<file path="config.mk">
export PLATFORM = sky130hd
export DESIGN_NAME = booth_multiplier
export DESIGN_NICKNAME = d
export VERILOG_FILES = /design/src/rtl/booth_multiplier.sv
export SDC_FILE = /design/constraint.sdc
export NUM_CORES = 1
export LEC_CHECK = 0
export CORE_UTILIZATION = 25
export CTS_BUF_LIST = sky130_fd_sc_hd__clkbuf_4 sky130_fd_sc_hd__clkbuf_8
export CTS_CLUSTER_DIAMETER = 150
export DETAILED_ROUTE_END_ITERATION = 12
export GPL_TIMING_DRIVEN = 0
export HOLD_SLACK_MARGIN = 0.12
export PLACE_DENSITY = 0.49
export SLEW_MARGIN = 20
export SYNTH_ARGS = -nofsm -noshare
export SYNTH_HDL_FRONTEND = slang
export SYNTH_SLANG_ARGS = --single-unit
</file>
<file path="constraint.sdc">
create_clock -name clock -period 13.3 [get_ports clock]
set_input_delay 1.995 -clock clock [delete_from_list [all_inputs] [get_ports clock]]
set_output_delay 1.995 -clock clock [all_outputs]
set_load 0.01 [all_outputs]
</file>
<file path="src/rtl/booth_multiplier.sv">
// booth_multiplier: sequential radix-2 Booth 32x32->64 signed multiplier, one step per clock.
// Optional BOOTH_EARLY_EXIT_EN skips the iterations when either operand is zero.
module booth_multiplier (
  input  logic        clock,
  input  logic        reset,
  input  logic        start,
  input  logic [31:0] opera1,
  input  logic [31:0] opera2,
  output logic [63:0] result,
  output logic        valid,
  output logic        busy
);
  typedef enum logic [1:0] {IDLE, CALC, DONE} state_t;
  state_t      state_q, state_d;
  logic [32:0] m_q, m_d, hi_q, hi_d, sum;
  logic [31:0] lo_q, lo_d;
  logic        qm1_q, qm1_d, valid_q, valid_d;
  logic [4:0]  cnt_q, cnt_d;
  logic [63:0] result_q, result_d;
  always_comb begin
    sum = (lo_q[0] && !qm1_q) ? hi_q - m_q : (!lo_q[0] && qm1_q) ? hi_q + m_q : hi_q;
    state_d  = state_q;
    m_d      = m_q;
    hi_d     = hi_q;
    lo_d     = lo_q;
    qm1_d    = qm1_q;
    cnt_d    = cnt_q;
    result_d = result_q;
    valid_d  = 1'b0;
    if (state_q == CALC) begin
      {hi_d, lo_d, qm1_d} = {sum[32], sum, lo_q};
      cnt_d = cnt_q + 5'd1;
      if (cnt_q == 5'd31) begin
        result_d = {hi_d[31:0], lo_d};
        valid_d  = 1'b1;
        state_d  = DONE;
      end
    end else if (start) begin
      m_d     = {opera1[31], opera1};
      hi_d    = '0;
      lo_d    = opera2;
      qm1_d   = 1'b0;
      cnt_d   = '0;
      state_d = CALC;
`ifdef BOOTH_EARLY_EXIT_EN
      if (opera1 == '0 || opera2 == '0) begin
        state_d  = DONE;
        result_d = '0;
        valid_d  = 1'b1;
      end
`endif
    end else if (state_q == DONE) begin
      state_d = IDLE;
    end
  end
  always_ff @(posedge clock or posedge reset) begin
    if (reset) begin
      state_q  <= IDLE;
      m_q      <= '0;
      hi_q     <= '0;
      lo_q     <= '0;
      qm1_q    <= 1'b0;
      cnt_q    <= '0;
      result_q <= '0;
      valid_q  <= 1'b0;
    end else begin
      state_q  <= state_d;
      m_q      <= m_d;
      hi_q     <= hi_d;
      lo_q     <= lo_d;
      qm1_q    <= qm1_d;
      cnt_q    <= cnt_d;
      result_q <= result_d;
      valid_q  <= valid_d;
    end
  end
  assign result = result_q;
  assign valid  = valid_q;
  assign busy   = (state_q == CALC);
endmodule
</file>
Word level (Yosys, flattened, before mapping)
Cells that the tools add are included.
{ "word_totals": {"ff_bits": 170, "latch_bits": 0, "ramBits": 0, "romBits": 0, "inputBits": 67, "output_inout_bits": 66, "word_cells": 41, "mem_count": 0} }
{ "classes": {"n_addsub": 3, "n_mul": 0, "div_mod_pow": 0, "n_lt_le_gt_ge": 0, "n_eq_ne": 4, "shifts": 0, "muxes": 16, "bitwise": 1, "reduce_logical": 9} }
{ "ops": {"columns": ["operator", "count"], "rows": [
  ["2-to-1 mux 33 bit", 4],
  ["2-to-1 mux 32 bit", 2],
  ["adder 33 bit", 1],
  ["subtractor 33 bit", 1],
  ["2-to-1 mux 5 bit", 2],
  ["2-to-1 mux 2 bit", 4],
  ["AND reduction 2 bit", 3],
  ["adder 5 x 1 -> 5 bit, second input constant", 1],
  ["equality test 5 bit, second input constant", 1],
  ["2-to-1 mux 1 bit", 4],
  ["nonzero test 3 bit", 1],
  ["equality test 2 x 1 -> 1 bit, second input constant", 1],
  ["equality test 2 bit, second input constant", 1],
  ["logical AND 1 bit", 2],
  ["zero test 1 bit", 2],
  ["!= test 2 x 1 -> 1 bit, second input constant", 1],
  ["nonzero test 2 bit", 1],
  ["inverter 1 bit", 1]
]} }

Logic depth before layout (Yosys ltp)
Gate-level depths: netlist (run 1).
{ "logic_depth": {"word_depth": 5, "depth_mapped": 13, "ltp_nobuf": 13} }

Least setup slack after synthesis (run 1)
Ideal clock, no wire load.
{ "synth_path": {"kind": "input-to-reg", "from": "input port start", "to": "register lo_q[10]", "setup_ns": 0.133, "t_arrival_ns": 3.101, "required_ns": 13.167, "setup_slack_ns": 10.065, "path_stages": 4, "path_buffers": 2, "cell_sequence": "clkbuf_1 -> buf_1 -> mux2i_1 -> o21ai_0"} }
{ "synth_via": {"elab_chain_cells": 1} }
{ "synth_rtl": {"columns": ["item", "line", "rtl"], "rows": [
  ["start, declared", "6", "input logic start,"],
  ["nonzero test 2 bit (no source line)", null, null],
  ["end signal, assigned", "70", "lo_q <= lo_d;"],
  ["end, declared", "16", "logic [31:0] lo_q, lo_d;"]
]} }
No other way between the ends.
A chain may end at the register's enable or synchronous reset.

Final worst setup path (run 1)
{ "layout_path": {"from": "register state_q[1]", "to": "output port busy"} }
{ "layout_via": {"elab_chain_cells": 1} }
{ "layout_rtl": {"columns": ["item", "line", "rtl"], "rows": [
  ["start, declared", "14", "state_t state_q, state_d;"],
  ["start signal, assigned", "67", "state_q <= state_d;"],
  ["equality test 2 x 1 -> 1 bit", "79", "assign busy = (state_q == CALC);"],
  ["end, declared", "11", "output logic busy"]
]} }
No other way between the ends.

==> metrics, run 1 <==
outcome=complete, no violations; Final Wtd Congestion=0.949; worst skew pair latency=between 500 and 600 ps; Starting Density=0.254; row count=76; clock buffer count from CTS=17; count leader, synth=nand2_1; Worst Setup Path Type=reg -> out; maximum clock rate=216 MHz; die height=212 um; number of enable flip-flop cells after synthesis=0; routed length per instance=19.1 um; post-synthesis adder-cell area fraction=0.0787; Total Wirelength=approximately 39000 um; initial antenna violation count=5; ys async rst share=1.00; CP Max Fanout=10; DR pass1 iterations=5; Slew @ Worst Pin=1070 ps; Top Ports=133; Synth area leader=dfrtp_1; final setup TNS=0 ps; max_cap viols=0; grt total ovfl=0; CORE AREA=43300 sq um; multiplexer share of the synthesized area=0.0696; period utilization=0.347; diodes inserted=0; post-CTS sizing=0; Worst setup EP type=primary output; clock skew=17.8 ps; syn nets=~1400; share of cells above drive strength 1=0.0807; post-synthesis sequential area ratio=0.384; ANT nets after route=0; CTS Buffer Depth=2; main combinational cell family by area after synthesis=compound AO/OA/AOI/OAI gates; post-synthesis simple-gate area fraction=0.169; Ys Warns=0; number of global-route vias before repair=10000; TritonCTS clock tree=done; Synth cell types=about 80; vias per cell=around 4.9; compound-gate portion of the synthesized area=0.210; synth top area cells=dfrtp_1 (38%), nand2_1 (7.8%), ha_1 (7.5%); # setup viols final=0; share of Yosys cell area claimed by the top area cell type=0.384; Die ar.=44900 sq um; Slew HR=0.288; vias after detailed routing=10000; Clk pin slew, worst setup/hold paths=roughly 100 ps; Hold Violations, Final=0; clock root buffer=clkbuf_8; first-pass GRT wire length=60500 um; hold buffers post-CTS=0; CP Launch Type=register; RSZ-0062 raised after global routing=false; Top FF cell, synth=dfrtp_1; fin crit period=between 4000 and 5000 ps; XOR/XNOR Fraction of Synth Area=0.0326; largest net degree at the start of global routing=87; Setup Buffers After CTS=0; nets=between 1500 and 2000; synthesized area=11000 sq um; Post-synth top cells=nand2_1 (229), dfrtp_1 (169), o21ai_0 (114); Synth Register Bits=around 170; CTS sink cnt=169; Post-DP HPWL=29300 um; I/O Buffers=132; Hold Slack=478 ps; initial drt markers=around 660; H-tree levels=4; Req. time, crit path=11310 ps; cells after synthesis=1273; Die X=212 um; Mapped Avg Cell Area=between 8 and 9 sq um; gr usage total=0.178; Area Overhead vs Synth=23.2%; HP Class=reg -> reg; Pins Over Slew Limit=0; DRC violations left=0; CP arrival=2620 ps
-- cells in the final DEF (no fill, tap or decap), types with 11 or more instances in the layout --
cell type	synthesis	final
nand2_1	229	229
dfrtp_1	169	169
clkdlybuf4s50_1	0	132
o21ai_0	114	114
nor2_1	79	79
ha_1	66	66
a21oi_1	61	61
inv_1	60	59
clkbuf_1	54	54
mux2_2	36	36
mux2i_1	36	36
nand3_1	35	35
xnor2_1	31	31
nor3_1	19	19
a21o_1	19	19
clkbuf_8	0	18
nor2b_1	17	17
o31ai_1	13	13
buf_2	12	12
a22oi_1	11	11
-- flip-flops by register name, summed over array words and instances (netlist names) --
| signal | cells |
|---|---|
| cnt_q | 5 |
| hi_q | 32 |
| lo_q | 32 |
| m_q | 32 |
| qm1_q | 1 |
| result | 64 |
| state_q | 2 |
| valid | 1 |
-- worst paths after layout --
check                            from         end  slack, ps  depth (start not counted)
min in group asynchronous       reset  result[18]       1970                          2
max in group asynchronous       reset  result[57]      10460                          3
max                        state_q[1]        busy       8680                          5
max reg2reg                    m_q[2]    hi_q[29]       9730                         12
min reg2reg                result[28]  result[28]        480                          2
min                        result[28]  result[28]        480                          2
-- worst max-delay path: stages, from the launching register on --
cell,delay (ps)
dfrtp_1,400
nand2b_1,140
clkbuf_1,200
clkinv_1,210
clkbuf_1,470
clkdlybuf4s50_1,690
-- area by class of cell --
class,count,area (sq um)
buffer,82,368
clock buffer,19,255
clock inverter,13,215
fill,4622,29700
inverter,66,255
multi-input combinational,956,6160
sequential,169,4230
tap,585,732
timing repair buffer,133,1350
-- stage by stage --
step                cells  setup WS [ps]  cell area [sq um]   util
CTS                  2023           8610              13600  0.314
global route         2023           8480              13600  0.314
detailed placement   1991           9010              13100  0.303
floorplan            1273           6730              11000      -
global placement     1990           3880              13100  0.302
finish               2023           8680              13600  0.314
-- layer usage --
metal / part of all wire / track usage
met1: 0.46 / 0.241
met2: 0.44 / 0.274
met3: 0.074 / 0.0460
met4: 0.023 / 0.0597
met5: 0.0013 / 0
-- cell families after synthesis --
logic type,count (synthesis)
AOI/OAI and AO/OA,346
xor gates and xnor gates,41
adders and majority gates,68
buffers and inverters,148
DFF,169
muxes,72
and+or+nand+nor,429
Power of run 1 is not shown: default switching activity piles up to over one toggle a cycle in this logic, so the estimate is an artifact.
==> run 2: changes to the inputs <==
--- a/config.mk
+++ b/config.mk
@@ -11,7 +11,7 @@
 export DETAILED_ROUTE_END_ITERATION = 12
 export GPL_TIMING_DRIVEN = 0
 export HOLD_SLACK_MARGIN = 0.12
-export PLACE_DENSITY = 0.49
+export PLACE_DENSITY = 0.51
 export SLEW_MARGIN = 20
 export SYNTH_ARGS = -nofsm -noshare
 export SYNTH_HDL_FRONTEND = slang
==> constraint.sdc (replaced) <==
create_clock -name clock -period 3.7 [get_ports clock]
set_input_delay 0.555 -clock clock [delete_from_list [all_inputs] [get_ports clock]]
set_output_delay 0.555 -clock clock [all_outputs]
set_load 0.01 [all_outputs]
==> metrics, run 2 (synthesized netlist as in run 1, its figures left out) <==
die height=212 um (unchanged); CP Max Fanout=4 (-6); max_cap viols=0 (unchanged); Slew HR=0.360 (+0.0720); worst r2r src=hi_q[0]; routed length per instance=19.1 um (-0.31%); TritonCTS clock tree=done; maximum clock rate=286 MHz; # setup viols final=0 (unchanged); commonest non-fill, non-tap cells in the layout=nand2_1 (229), dfrtp_1 (169), clkdlybuf4s50_1 (132), o21ai_0 (114), nor2_1 (79); Starting Density=0.254 (unchanged); final worst slack=202 ps (-8480 ps); row count=76 (unchanged); CP arrival=3860 ps (+1240 ps); register-to-register setup slack=200 ps (-9530 ps); # fillers=4577 (-0.97%); placed instance count=1996 (+0.25%); Setup Buffers After CTS=0 (unchanged); post-CTS sizing=0 (unchanged); number of global-route vias before repair=9966 (-0.45%); nets=1565 (+0.32%); Top Ports=133 (unchanged); Total Wirelength=38600 um (about the same); period utilization=0.945; DRC violations left=0 (unchanged); Die ar.=44900 sq um (unchanged); dpl ws=99.0 ps (-8910 ps); initial antenna violation count=6 (+1); Worst Setup Path Type=reg -> reg; clock skew=23.5 ps (+5.75 ps); Post-DP HPWL=29600 um (+0.82%); R2R depth=11 (-1); largest net degree at the start of global routing=32 (-63%); Worst setup EP type=register; HP Class=in -> async; Slew @ Worst Pin=960 ps (-108 ps); Final Wtd Congestion=0.954 (+0.50%); CTS Buffer Depth=2 (unchanged); H-tree levels=4 (unchanged); fin crit period=between 3000 and 4000 ps; CP Launch Type=register; gr usage total=0.176 (-0.00219); grt total ovfl=0 (unchanged); worst skew pair latency=510 ps (about the same); Hold Violations, Final=0 (unchanged); CTS sink cnt=169 (unchanged); hold buffers post-CTS=0 (unchanged); Clk pin slew, worst setup/hold paths=110 ps (about the same); vias after detailed routing=10000 (+0.11%); share of cells above drive strength 1=0.0873 (+0.00665); DR pass1 iterations=5 (unchanged); vias per cell=4.94 (-0.14%); clock buffer count from CTS=17 (unchanged); Req. time, crit path=4060 ps (-7250 ps); diodes inserted=0 (unchanged); ANT nets after route=0 (unchanged); Die X=212 um (unchanged); capturing point of the worst reg2reg path=result[61]; leading cell type in the layout, fill and taps excluded=nand2_1; max FFs per register=64 (unchanged); initial drt markers=691 (+5.2%); Post-Layout Cell Count=2028 (+0.25%); RSZ-0062 raised after global routing=false; first-pass GRT wire length=59800 um (-1.2%); outcome=complete, no violations; Pins Over Slew Limit=0 (unchanged); clock root buffer=clkbuf_8; Area Overhead vs Synth=23.8%; CORE AREA=43300 sq um (unchanged); I/O Buffers=132 (unchanged)
[run 2: changes by cell type in the layout (fill, tap and decap cells not counted), sizes merged]
cell      delta
clkinvlp     +4
inv          +3
clkinv       -1
clkbuf       -2
bufinv       -4
buf          +5
[run 2: worst max path at each step]
stage / end / cells past startpoint / startpoint / slack [ps]
detailed placement: result[61] / 11 / hi_q[0] / 100
global placement: m_q[24] / 2 / reset / -680
finish: result[61] / 11 / hi_q[0] / 200
global route: result[62] / 11 / m_q[1] / 70
CTS: result[61] / 11 / hi_q[0] / 50
floorplan: hi_q[29] / 11 / m_q[0] / 910
[run 2: final cells by class]
class,count,area [sq um],share of cell area
Multi-Input combinational cell,956,6200,0.455
Clock buffer,17,234,0.0172
Clock inverter,15,159,0.0117
Timing Repair Buffer,138,1460,0.107
Inverter,66,251,0.0185
Tap cell,585,732,0.0537
Buffer,82,368,0.0270
Sequential cell,169,4230,0.310
[run 2: stage by stage]
step / setup TNS, ps / utilization / instance area, sq um / hold slack, ps
2_1_floorplan: 0 / - / 11000 / 453
3_3_place_gp: -110690 / 0.302 / 13100 / 459
3_5_place_dp: 0 / 0.305 / 13200 / 462
4_1_cts: 0 / 0.314 / 13600 / 404
5_1_grt: 0 / 0.315 / 13600 / 437
6_report: 0 / 0.315 / 13600 / 420
[run 2: routing by layer]
metal / global-route usage / vias to the layer above / part of all wire
met3: 0.0461 / 37 / 0.075
met1: 0.235 / 4888 / 0.46
li1: - / 4778 / -
met4: 0.0485 / 10 / 0.017
met5: 0 / - / 0.0016
met2: 0.278 / 307 / 0.45
[run 2: critical path: stages, from the launching register on]
cell and delay (ps):
dfrtp_1 430, ha_1 220, fa_1 400, nor2b_1 170
o21ai_1 290, a311oi_2 220, a21o_1 250, a21oi_2 310
o311ai_2 230, a221o_1 390, a211oi_2 330, o21ai_1 100
Power of run 2 is left out for the same reason.
==> run 3: changes to the inputs <==
--- a/config.mk
+++ b/config.mk
@@ -5,6 +5,7 @@
 export SDC_FILE = /design/constraint.sdc
 export NUM_CORES = 1
 export LEC_CHECK = 0
+export CAP_MARGIN = 20
 export CORE_UTILIZATION = 25
 export CTS_BUF_LIST = sky130_fd_sc_hd__clkbuf_4 sky130_fd_sc_hd__clkbuf_8
 export CTS_CLUSTER_DIAMETER = 150
==> metrics, run 3 (synthesized netlist as in run 1, its figures left out) <==
clock skew=19.5 ps (-4.02 ps); capturing point of the worst reg2reg path=result[54]; worst r2r src=m_q[1]; H-tree levels=4 (unchanged); CP Max Fanout=8 (+4); CTS sink cnt=169 (unchanged); Clk pin slew, worst setup/hold paths=110 ps (about the same); final setup TNS=0 ps (unchanged); nets=1565 (unchanged); Worst Setup Path Type=reg -> reg; period utilization=0.971 (+0.0255); clock buffer count from CTS=17 (unchanged); Max stage delay on crit path=490 ps (+60 ps); CTS Buffer Depth=2 (unchanged); Die X=212 um (unchanged); fin crit period=3590 ps (+94.3 ps); DRC violations left=0 (unchanged); # setup viols final=0 (unchanged); number of global-route vias before repair=10000 (+0.49%); CORE AREA=43300 sq um (unchanged); ANT nets after route=0 (unchanged); vias after detailed routing=9937 (-0.83%); first-pass GRT wire length=59900 um (+0.17%); grt total ovfl=0 (unchanged); worst path buffer plus inverter count=1 (+1); hold buffers post-CTS=0 (unchanged); commonest non-fill, non-tap cells in the layout=nand2_1 (229), dfrtp_1 (169), clkdlybuf4s50_1 (132), o21ai_0 (114), nor2_1 (79); CP startpoint=m_q[1]; max FFs per register=64 (unchanged); Top Ports=133 (unchanged); Setup Buffers After CTS=0 (unchanged); max_cap viols=0 (unchanged); worst skew pair latency=500 ps (about the same); CP arrival=4030 ps (+170 ps); routed length per instance=19.0 um (-0.30%); outcome=complete, no violations; maximum clock rate=278 MHz (-2.6%); Slowest-stage cell, CP=dfrtp_1; cell family with most CP delay=compound AO/OA/AOI/OAI gates; leading cell type in the layout, fill and taps excluded=nand2_1; Pins Over Slew Limit=0 (unchanged); Slew HR=0.354 (-0.00648); Starting Density=0.254 (unchanged); row count=76 (unchanged); share of cells above drive strength 1=0.0866 (-0.000693); Hold Violations, Final=0 (unchanged); Slew @ Worst Pin=970 ps (+9.72 ps); die height=212 um (unchanged); TritonCTS clock tree=done; HP Class=in -> async; gr usage total=0.176 (+0.000549); R2R depth=11 (unchanged); initial antenna violation count=4 (-2); # fillers=4599 (+0.48%); Area Overhead vs Synth=23.8% (about the same); register-to-register setup slack=110 ps (-90 ps); RSZ-0062 raised after global routing=true; Crit path depth=11 (unchanged); worst-path cell chain=inv_1, ha_1, nor3b_1, o31ai_1, a31oi_2, o22ai_2, a31oi_4, a21boi_0, a22o_1, a22oi_1, mux2_2; largest net degree at the start of global routing=32 (unchanged); DR pass1 iterations=5 (unchanged); vias per cell=4.90 (-0.83%); Final Wtd Congestion=0.954 (unchanged); Worst setup EP type=register; initial drt markers=661 (-4.3%); clock root buffer=clkbuf_8; Die ar.=44900 sq um (unchanged); Total Wirelength=38500 um (-0.30%); diodes inserted=0 (unchanged); I/O Buffers=132 (unchanged); Post-DP HPWL=29600 um (+0.17%); CP Launch Type=register; Req. time, crit path=4130 ps (+70 ps)
[run 3: what timing repair did]
action                                 in CTS  in global routing
endpoints found under the hold margin       0                  0
setup endpoints to repair                   0                  4
gates resized for setup                     0                  4
[run 3: worst max path at each step]
stage	to
6_report	result[54]
3_3_place_gp	m_q[24]
4_1_cts	result[61]
3_5_place_dp	result[61]
5_1_grt	result[62]
2_1_floorplan	hi_q[29]
[run 3: cell type report]
cell class                 instances  area [sq um]  share of cell area
buffer                            82           368              0.0270
clock buffer                      19           249              0.0183
clock inverter                    13           159              0.0117
inverter                          66           251              0.0185
multi-input combinational        956          6190               0.454
sequential                       169          4230               0.310
tap                              585           732              0.0537
timing repair buffer             138          1460               0.107
[run 3: through the flow]
stage,utilization,std cells,worst slack [ps],area [sq um],hold WS (ps)
after floorplan,-,1273,907,11000,453
after global placement,0.302,1990,-679,13100,459
after detailed placement,0.305,1996,106,13200,462
after CTS,0.314,2028,55.9,13600,401
after global routing,0.315,2028,-4.19,13600,450
final,0.315,2028,108,13600,423
[run 3: routing by layer]
layer,GRT usage,up-vias,wire (um)
met5,0,-,38
met4,0.0560,6,696
met3,0.0479,37,3000
met2,0.275,296,17200
met1,0.235,4817,17700
li1,-,4781,-
[run 3: worst reg2reg max path, cell delays in order (launching register included)]
cell and delay (ps):
dfrtp_1 490, inv_1 120, ha_1 320, nor3b_1 310, o31ai_1 200, a31oi_2 360, o22ai_2 230, a31oi_4 400
a21boi_0 210, a22o_1 270, a22oi_1 390, mux2_2 240
Power of run 3 is left out for the same reason.
